[src/rtl/addr_ch_pos_walker_if.sv]
// rtl/addr_ch_pos_walker_if.sv - address handshake bundle between walker and downstream consumer
interface addr_ch_pos_walker_if;
  logic        addr_valid_o;
  logic        addr_ready_i;
  logic [15:0] addr_row_o;
  logic [13:0] addr_col_o;

  // walker side drives the address and valid, samples ready
  modport master (
    output addr_valid_o,
    output addr_row_o,
    output addr_col_o,
    input  addr_ready_i
  );

  // consumer side samples the address, drives ready
  modport slave (
    input  addr_valid_o,
    input  addr_row_o,
    input  addr_col_o,
    output addr_ready_i
  );
endinterface

[src/rtl/addr_ch_pos_walker.sv]
// rtl/addr_ch_pos_walker.sv - strided row/column position walker for one channel cluster
module addr_ch_pos_walker (
  input  logic                  clk,
  input  logic                  rst,
  input  logic                  start_i,
  input  logic                  cfg_row_column_i,
  input  logic [2:0]            cfg_ch_cluster_num_i,
  input  logic [15:0]           cfg_row_num_1st_i,
  input  logic [13:0]           cfg_column_num_1st_i,
  input  logic [15:0]           cfg_start_pos_row_i,
  input  logic [13:0]           cfg_start_pos_col_i,
  addr_ch_pos_walker_if.master  addr_if,
  output logic                  busy_o,
  output logic                  done_o,
  output logic [15:0]           addr_cnt_o
);

  typedef enum logic [1:0] {
    ST_IDLE = 2'd0,
    ST_RUN  = 2'd1,
    ST_STEP = 2'd2,
    ST_DONE = 2'd3
  } state_t;

  state_t      r_state;
  state_t      w_next_state;

  logic [3:0]  r_stride;
  logic        r_row_major;
  logic [15:0] r_rmax;
  logic [13:0] r_cmax;
  logic [15:0] r_row;
  logic [13:0] r_col;
  logic [3:0]  r_step_cnt;
  logic [15:0] r_cnt;
  logic        r_done;

  logic        w_valid;
  logic        w_busy;
  logic        w_start_bad;
  logic        w_at_end;
  logic [15:0] w_step_row;
  logic [13:0] w_step_col;

  // A start position outside the array ends the walk without presenting anything
  assign w_start_bad = (cfg_start_pos_row_i > cfg_row_num_1st_i) ||
                       (cfg_start_pos_col_i > cfg_column_num_1st_i);

  // The last cell is the same in both scan orders
  assign w_at_end = (r_row == r_rmax) && (r_col == r_cmax);

  // Single-position advance with wrap on the fast axis
  always_comb begin
    w_step_row = r_row;
    w_step_col = r_col;
    if (r_row_major) begin
      if (r_col == r_cmax) begin
        w_step_col = 14'd0;
        w_step_row = r_row + 16'd1;
      end else begin
        w_step_col = r_col + 14'd1;
      end
    end else begin
      if (r_row == r_rmax) begin
        w_step_row = 16'd0;
        w_step_col = r_col + 14'd1;
      end else begin
        w_step_row = r_row + 16'd1;
      end
    end
  end

  // Next-state and Moore outputs
  always_comb begin
    w_next_state = r_state;
    w_valid      = 1'b0;
    w_busy       = 1'b1;
    case (r_state)
      ST_IDLE: begin
        w_busy = 1'b0;
        if (start_i) begin
          w_next_state = w_start_bad ? ST_DONE : ST_RUN;
        end
      end
      ST_RUN: begin
        w_valid = 1'b1;
        if (addr_if.addr_ready_i) begin
          w_next_state = ST_STEP;
        end
      end
      ST_STEP: begin
        if (w_at_end) begin
          w_next_state = ST_DONE;
        end else if (r_step_cnt == 4'd1) begin
          w_next_state = ST_RUN;
        end
      end
      ST_DONE: begin
        w_next_state = ST_IDLE;
      end
      default: begin
        w_next_state = ST_IDLE;
      end
    endcase
  end

  // State register; reset overrides any start seen in the same cycle
  always_ff @(posedge clk) begin
    if (rst) begin
      r_state <= ST_IDLE;
    end else begin
      r_state <= w_next_state;
    end
  end

  // Configuration latch, position, step counter and accepted-address count
  always_ff @(posedge clk) begin
    if (rst) begin
      r_stride    <= 4'd0;
      r_row_major <= 1'b0;
      r_rmax      <= 16'd0;
      r_cmax      <= 14'd0;
      r_row       <= 16'd0;
      r_col       <= 14'd0;
      r_step_cnt  <= 4'd0;
      r_cnt       <= 16'd0;
      r_done      <= 1'b0;
    end else begin
      // done is registered off the DONE state, so it pulses as the walker re-enters IDLE
      r_done <= (r_state == ST_DONE);
      case (r_state)
        ST_IDLE: begin
          if (start_i) begin
            r_stride    <= {1'b0, cfg_ch_cluster_num_i} + 4'd1;
            r_row_major <= cfg_row_column_i;
            r_rmax      <= cfg_row_num_1st_i;
            r_cmax      <= cfg_column_num_1st_i;
            r_row       <= cfg_start_pos_row_i;
            r_col       <= cfg_start_pos_col_i;
            r_cnt       <= 16'd0;
          end
        end
        ST_RUN: begin
          if (addr_if.addr_ready_i) begin
            r_step_cnt <= r_stride;
            if (r_cnt != 16'hFFFF) begin
              r_cnt <= r_cnt + 16'd1;
            end
          end
        end
        ST_STEP: begin
          if (!w_at_end) begin
            r_row      <= w_step_row;
            r_col      <= w_step_col;
            r_step_cnt <= r_step_cnt - 4'd1;
          end
        end
        default: begin
        end
      endcase
    end
  end

  assign addr_if.addr_valid_o = w_valid;
  assign addr_if.addr_row_o   = r_row;
  assign addr_if.addr_col_o   = r_col;
  assign busy_o               = w_busy;
  assign done_o               = r_done;
  assign addr_cnt_o           = r_cnt;

endmodule
[src/flat_wrapper.sv]
// flat-port wrapper written by rule: the top's interface ports become plain ports
module addr_ch_pos_walker_flat 
  (clk, rst, start_i, cfg_row_column_i, cfg_ch_cluster_num_i, cfg_row_num_1st_i, cfg_column_num_1st_i, cfg_start_pos_row_i, cfg_start_pos_col_i, busy_o, done_o, addr_cnt_o, addr_if_addr_valid_o, addr_if_addr_row_o, addr_if_addr_col_o, addr_if_addr_ready_i);
  addr_ch_pos_walker_if addr_if_i ();
  input  logic clk;
  input  logic rst;
  input  logic start_i;
  input  logic cfg_row_column_i;
  input  logic [2:0] cfg_ch_cluster_num_i;
  input  logic [15:0] cfg_row_num_1st_i;
  input  logic [13:0] cfg_column_num_1st_i;
  input  logic [15:0] cfg_start_pos_row_i;
  input  logic [13:0] cfg_start_pos_col_i;
  output logic busy_o;
  output logic done_o;
  output logic [15:0] addr_cnt_o;
  output wire logic [$bits(addr_if_i.addr_valid_o)-1:0] addr_if_addr_valid_o;
  output wire logic [$bits(addr_if_i.addr_row_o)-1:0] addr_if_addr_row_o;
  output wire logic [$bits(addr_if_i.addr_col_o)-1:0] addr_if_addr_col_o;
  input wire logic [$bits(addr_if_i.addr_ready_i)-1:0] addr_if_addr_ready_i;
  assign addr_if_addr_valid_o = addr_if_i.addr_valid_o;
  assign addr_if_addr_row_o = addr_if_i.addr_row_o;
  assign addr_if_addr_col_o = addr_if_i.addr_col_o;
  assign addr_if_i.addr_ready_i = addr_if_addr_ready_i;
  addr_ch_pos_walker u_core (.clk(clk), .rst(rst), .start_i(start_i), .cfg_row_column_i(cfg_row_column_i), .cfg_ch_cluster_num_i(cfg_ch_cluster_num_i), .cfg_row_num_1st_i(cfg_row_num_1st_i), .cfg_column_num_1st_i(cfg_column_num_1st_i), .cfg_start_pos_row_i(cfg_start_pos_row_i), .cfg_start_pos_col_i(cfg_start_pos_col_i), .addr_if(addr_if_i), .busy_o(busy_o), .done_o(done_o), .addr_cnt_o(addr_cnt_o));
endmodule
[config.mk]
export PLATFORM = sky130hd
export DESIGN_NAME = addr_ch_pos_walker_flat
export DESIGN_NICKNAME = d
export VERILOG_FILES = /design/src/rtl/addr_ch_pos_walker_if.sv /design/src/rtl/addr_ch_pos_walker.sv /design/src/flat_wrapper.sv
export SDC_FILE = /design/constraint.sdc
export NUM_CORES = 1
export LEC_CHECK = 0
export CORE_MARGIN = 3
export CORE_UTILIZATION = 45
export CTS_BUF_LIST = sky130_fd_sc_hd__clkbuf_8 sky130_fd_sc_hd__clkbuf_16
export DETAILED_ROUTE_END_ITERATION = 10
export PLACE_DENSITY = 0.69
export SYNTH_ARGS = -nofsm -noshare
export SYNTH_HDL_FRONTEND = slang
export SYNTH_SLANG_ARGS = --single-unit
[constraint.sdc]
create_clock -name clk -period 2.4 [get_ports clk]
set_input_delay 0.24 -clock clk [delete_from_list [all_inputs] [get_ports clk]]
set_output_delay 0.24 -clock clk [all_outputs]
set_load 0.1 [all_outputs]
== Word level (Yosys, flattened, before mapping) ==
Cells that the tools add are included.
Word-level totals
  latch bits: 0
  flip-flop bits (word level): 88
  memories: 0
  output and inout bits: 49
  ROM bits: 0
  logic and storage cells: 70
  RAM bits: 0
Operators by class
  multipliers: 0
  add/subtract/negate cells: 5
  magnitude comparators: 2
  equality and inequality tests: 14
  reductions and logical operators: 12
  divide/modulo/power cells: 0
  bitwise operators: 0
  shift-type cells: 0
  muxes and demuxes: 27
Operators with widths (count)
  two-way mux 16 bit: 8
  two-way mux 14 bit: 5
  one-hot mux 16 bit (2 select lines): 2
  adder 16 x 1 -> 16 bit (second input constant): 2
  one-hot mux 14 bit (2 select lines): 1
  equality test 16 bit: 1
  > comparator 16 bit: 1
  != test 16 bit (second input constant): 1
  adder 14 x 1 -> 14 bit (second input constant): 1
  equality test 14 bit: 1
  > comparator 14 bit: 1
  AND reduction 4 bit: 3
  two-way mux 2 bit: 5
  two-way mux 4 bit: 2
  one-hot mux 2 bit (4 select lines): 1
  one-hot mux 4 bit (2 select lines): 1
  != test 2 bit (second input constant): 3
  != test 3 x 1 -> 1 bit (second input constant): 2
  AND reduction 3 bit: 2
  nonzero test 2 bit: 3
  adder 3 x 1 -> 4 bit (second input constant): 1
  equality test 2 bit (second input constant): 2
  equality test 4 x 1 -> 1 bit (second input constant): 1
  subtractor 4 x 1 -> 4 bit (second input constant): 1
  other kinds (8): 9

== Longest topological paths before layout ==
  depth in word-level cells: 5
  mapped depth: 9

== Worst setup path before layout ==
OpenSTA, ideal clock, no wires.
  path type: register to register
  start: register u_core.r_state[0]
  end: register u_core.r_step_cnt[0]
  library setup time: 0.095 ns
  buffers on the path: 1
  setup slack: -0.462 ns
  clock period less this slack: 2.862 ns
  cell stages (with the launch flop): 7
  arrival: 2.767 ns
  required time: 2.305 ns
  path through: dfxtp_1 buf_2 nor2b_1 nand2_1 nand2_1 o21ai_0 a221oi_1
On the way
  word-level cells in the longest chain between the ends: 3
  elaborated cells on any way between the ends: 7
  classes of those cells: eq/ne (4); mux (1); reduce/logical (2)
Ends and longest elaborated chain
  start: declaration: line addr_ch_pos_walker.sv:25  | state_t r_state;
  start signal: assignment: line addr_ch_pos_walker.sv:112  | r_state <= w_next_state;
  equality test 2 bit or equality test 2 x 1 -> 1 bit (tied branches): line addr_ch_pos_walker.sv:131  | case (r_state)
  != test 2 bit (no line) or nonzero test 2 bit (tied branches)
  AND reduction 3 bit (no line)
  end signal: assignment: line addr_ch_pos_walker.sv:145  | r_step_cnt <= r_stride;
  end signal: assignment: line addr_ch_pos_walker.sv:155  | r_step_cnt <= r_step_cnt - 4'd1;
  end: declaration: line addr_ch_pos_walker.sv:34  | logic [3:0] r_step_cnt;
Several ways; a longest one is shown, not always the timed one.
A chain may end at the register's enable or synchronous reset.

== Final worst setup path ==
  start: register u_core.r_row[4], in the netlist u_core.addr_if.addr_row_o[4]
  end: register u_core.r_col[11], in the netlist u_core.addr_if.addr_col_o[11]
On the way
  word-level cells in the longest chain between the ends: 4
  elaborated cells on any way between the ends: 5
  classes of those cells: eq/ne (3); reduce/logical (2)
Ends and longest elaborated chain
  start: declaration: line addr_ch_pos_walker.sv:32  | logic [15:0] r_row;
  start signal: assignment: line addr_ch_pos_walker.sv:138  | r_row <= cfg_start_pos_row_i;
  start signal: assignment: line addr_ch_pos_walker.sv:153  | r_row <= w_step_row;
  equality test 16 bit (*): line addr_ch_pos_walker.sv:50, addr_ch_pos_walker.sv:64
  logical AND 1 bit: line addr_ch_pos_walker.sv:50  | assign w_at_end = (r_row == r_rmax) && (r_col == r_cmax);
  != test 2 bit (no line)
  AND reduction 4 bit (no line) (*)
  end signal: assignment: line addr_ch_pos_walker.sv:139  | r_col <= cfg_start_pos_col_i;
  end signal: assignment: line addr_ch_pos_walker.sv:154  | r_col <= w_step_col;
  end: declaration: line addr_ch_pos_walker.sv:33  | logic [13:0] r_col;
Mark *: on every way between the ends. The rest lies on a longest branch, timed or not.

==> results.toml <==
[status]
outcome = "finished, final reports clean"

[critical_path]
cp-startpoint = "u_core.addr_if.addr_row_o[4]"
required_ns = 2.65
cp-start-kind = "flip-flop"
arrival_ns = 2.53
path_max_fanout = 14
end_kind = "flip-flop"
reg2reg_depth = 8
path_class = "flip-flop to flip-flop"
timing.rr.start = "u_core.addr_if.addr_row_o[4]"

[detailed_routing]
drc = 0
viasPerCell = 5.65
drt_iter0_markers = 445
detail_route.first_pass.iterations = 5
wl_microns = 16400
wl_per_cell_microns = 16.7
postRouteAntennaNets = 0
num_vias = 5550

[power_and_ir_drop]
irDropWorstVdd_v = 0.000539
p_leak_nw = 3.18
power.total_w = 0.00589
powerDensity_nw_per_um2 = 819

[placement]
dpl.hpwl_microns = 12300
dp.cells = 966
place_congestion = 0.874
io_buffers = 116

[sta]
max_slew_margin_pct = 33.8
finalClockSkew_ns = 0.00455
setup_viol = 0
fin_crit_ns = 2.29
post-route-period-util_pct = 95.3
max_slew.worst_pin.slew_ns = 0.987
maxSlewViolCount = 0
max_freq_mhz = 437
whs_ns = 0.339
finalHoldViolations = 0

[logic_synthesis]
ys.flop_type = "dfxtp_1"
syn_area_sq_um = 5430
synth-seq-cells = 88
syn_avg_cell_area_sq_um = 7.81
async_flop_share_pct = 0
synth.distinct_cells = 56
yosysSeqAreaShare_pct = 32.4
synth_warnings = 0
syn_nets = 800
synth_enable_flop_cells = 0
synthCells = 696

[final_layout]
syn2layout_area_growth_pct = 32.3
nets = 940
mostFrequentLayoutCells = "nand2_1, buf_4, a21oi_1, clkdlybuf4s50_1, dfxtp_1"
instances_no_fill = 982
fill_cells = 1065
num_antenna_cells = 0
drive_above_1_share_pct = 19.0
layout_commonest_cell = "nand2_1"

[cts]
cts.clk_slew.worst_paths_ns = 0.06
clk_latency_ns = 0.33
clockBufferDepth = 2
cts_tree = "yes"
clock-sinks = 88
clockRootBuffer = "clkbuf_16"
htree_levels = 3
numCtsBuffers = 9

[global_route]
grt_pass1_vias = 5466
antenna_found_initial = 0
use_met2_pct = 40.0
grt.total_usage_pct = 24.9
gr-usage-met3_pct = 3.60
grt_max_degree = 42
grtUsageMet1_pct = 34.1
grt_pass1_wl_microns = 26700
grt_overflow = 0
gr-max-usage-layer = "met2"

[floorplanning]
start_util_pct = 46.8
pin_count = 117
std_cell_rows = 39
die_x_microns = 116
core-area_sq_um = 11600
die_area_sq_um = 13400
die_h_microns = 116

[run]
maxCapViolCount = 0

[min_path]
hp-start = "rst"
hold_path_class = "primary input to flip-flop"
worstHoldPathCells = 4
[critical path: stages (launching register included)]
cell and delay (ns):
dfxtp_2 0.32, xor2_1 0.17, nor4_2 0.38, nand4_4 0.21, buf_4 0.22, a31oi_4 0.29
o31ai_4 0.24, a21boi_1 0.19, o22ai_1 0.16
[power by group]
part           internal (W)  switching (W)
Combinational      0.000914        0.00191
Clock              0.000705       0.000532
Sequential          0.00166       0.000159
[path summary, 6_finish.rpt]
path | slack, ns | end
worst max-delay path | 0.11 | u_core.addr_if.addr_col_o[11]
worst min-delay path | 0.34 | u_core.addr_if.addr_col_o[6]
worst max register to register | 0.11 | u_core.addr_if.addr_col_o[11]
worst min register to register | 0.47 | u_core.r_stride[3]
[stage by stage]
| stage | area [sq um] | worst slack [ns] | TNS (ns) | utilization (%) |
|---|---|---|---|---|
| floorplan | 5470 | 0.00661 | 0 | - |
| global placement | 6880 | -0.0501 | -0.140 | 59.2 |
| detailed placement | 6880 | -0.143 | -1.22 | 59.2 |
| CTS | 7160 | 0.0774 | 0 | 61.6 |
| global route | 7190 | -0.00495 | -0.00495 | 61.9 |
| finish | 7190 | 0.113 | 0 | 61.9 |
[logic make-up after synthesis]
family	Yosys count	share of synthesized area (%)
AND/OR/NAND/NOR	278	25.0
flip-flops	88	32.4
multiplexers	1	0.184
XOR/XNOR	59	9.51
adder cells (fa/ha/maj)	36	8.29
AO/OA/AOI/OAI	159	18.9
buffers and inverters	75	5.62
[area by class of cell]
type | count | area [sq um] | area share, %
flip-flops and latches | 88 | 1800 | 25.1
multi-input cells | 535 | 3420 | 47.6
inverters | 43 | 161 | 2.25
repair buffers | 159 | 1370 | 19.0
well taps | 143 | 179 | 2.49
clock inverters | 4 | 16.3 | 0.226
clock buffers | 10 | 239 | 3.33
[synth_stat cells, types with 3 or more instances]
cell | instances | share of area [%]
nor3_1 | 12 | 1.1
inv_1 | 43 | 3.0
dfxtp_1 | 88 | 32
xnor2_1 | 12 | 1.9
clkbuf_1 | 21 | 1.5
o211ai_1 | 4 | 0.55
o41ai_1 | 3 | 0.48
a211oi_2 | 7 | 1.6
a211oi_1 | 11 | 1.5
a31oi_1 | 4 | 0.46
nor4_2 | 4 | 0.92
and4_1 | 7 | 1.1
o22ai_1 | 5 | 0.58
o21ai_0 | 13 | 1.2
o21ai_1 | 10 | 0.92
xor2_1 | 47 | 7.6
nor4_1 | 3 | 0.35
nand4_1 | 15 | 1.7
nor2b_1 | 12 | 1.4
nor2_1 | 55 | 3.8
a21oi_1 | 72 | 6.6
o32ai_1 | 3 | 0.48
buf_2 | 7 | 0.64
and3_1 | 12 | 1.4
a21o_1 | 7 | 0.97
nand2_1 | 119 | 8.2
nand3_1 | 20 | 1.8
ha_1 | 36 | 8.3
nand2b_1 | 5 | 0.58
nand3b_1 | 3 | 0.41
[what timing repair did]
item,in CTS,in global routing
setup endpoints to repair,20,21
setup buffers,0,0
gates resized for setup,2,4
hold buffers,0,0
gates cloned,1,1
[flip-flops by register name, summed over array words and instances, names as in the netlist]
| name | count |
|---|---|
| u_core.r_step_cnt | 4 |
| u_core.r_rmax | 16 |
| u_core.r_row_major | 1 |
| u_core.addr_cnt_o | 16 |
| u_core.addr_if.addr_col_o | 14 |
| u_core.r_stride | 4 |
| u_core.done_o | 1 |
| u_core.r_cmax | 14 |
| u_core.r_state | 2 |
| u_core.addr_if.addr_row_o | 16 |
[layer usage]
| layer | share of wire (%) | vias up |
|---|---|---|
| li1 | - | 2704 |
| met1 | 45 | 2607 |
| met2 | 46 | 207 |
| met3 | 6.1 | 32 |
| met4 | 2.4 | 0 |
| met5 | 0 | - |
(Power assumes the default switching activity.)
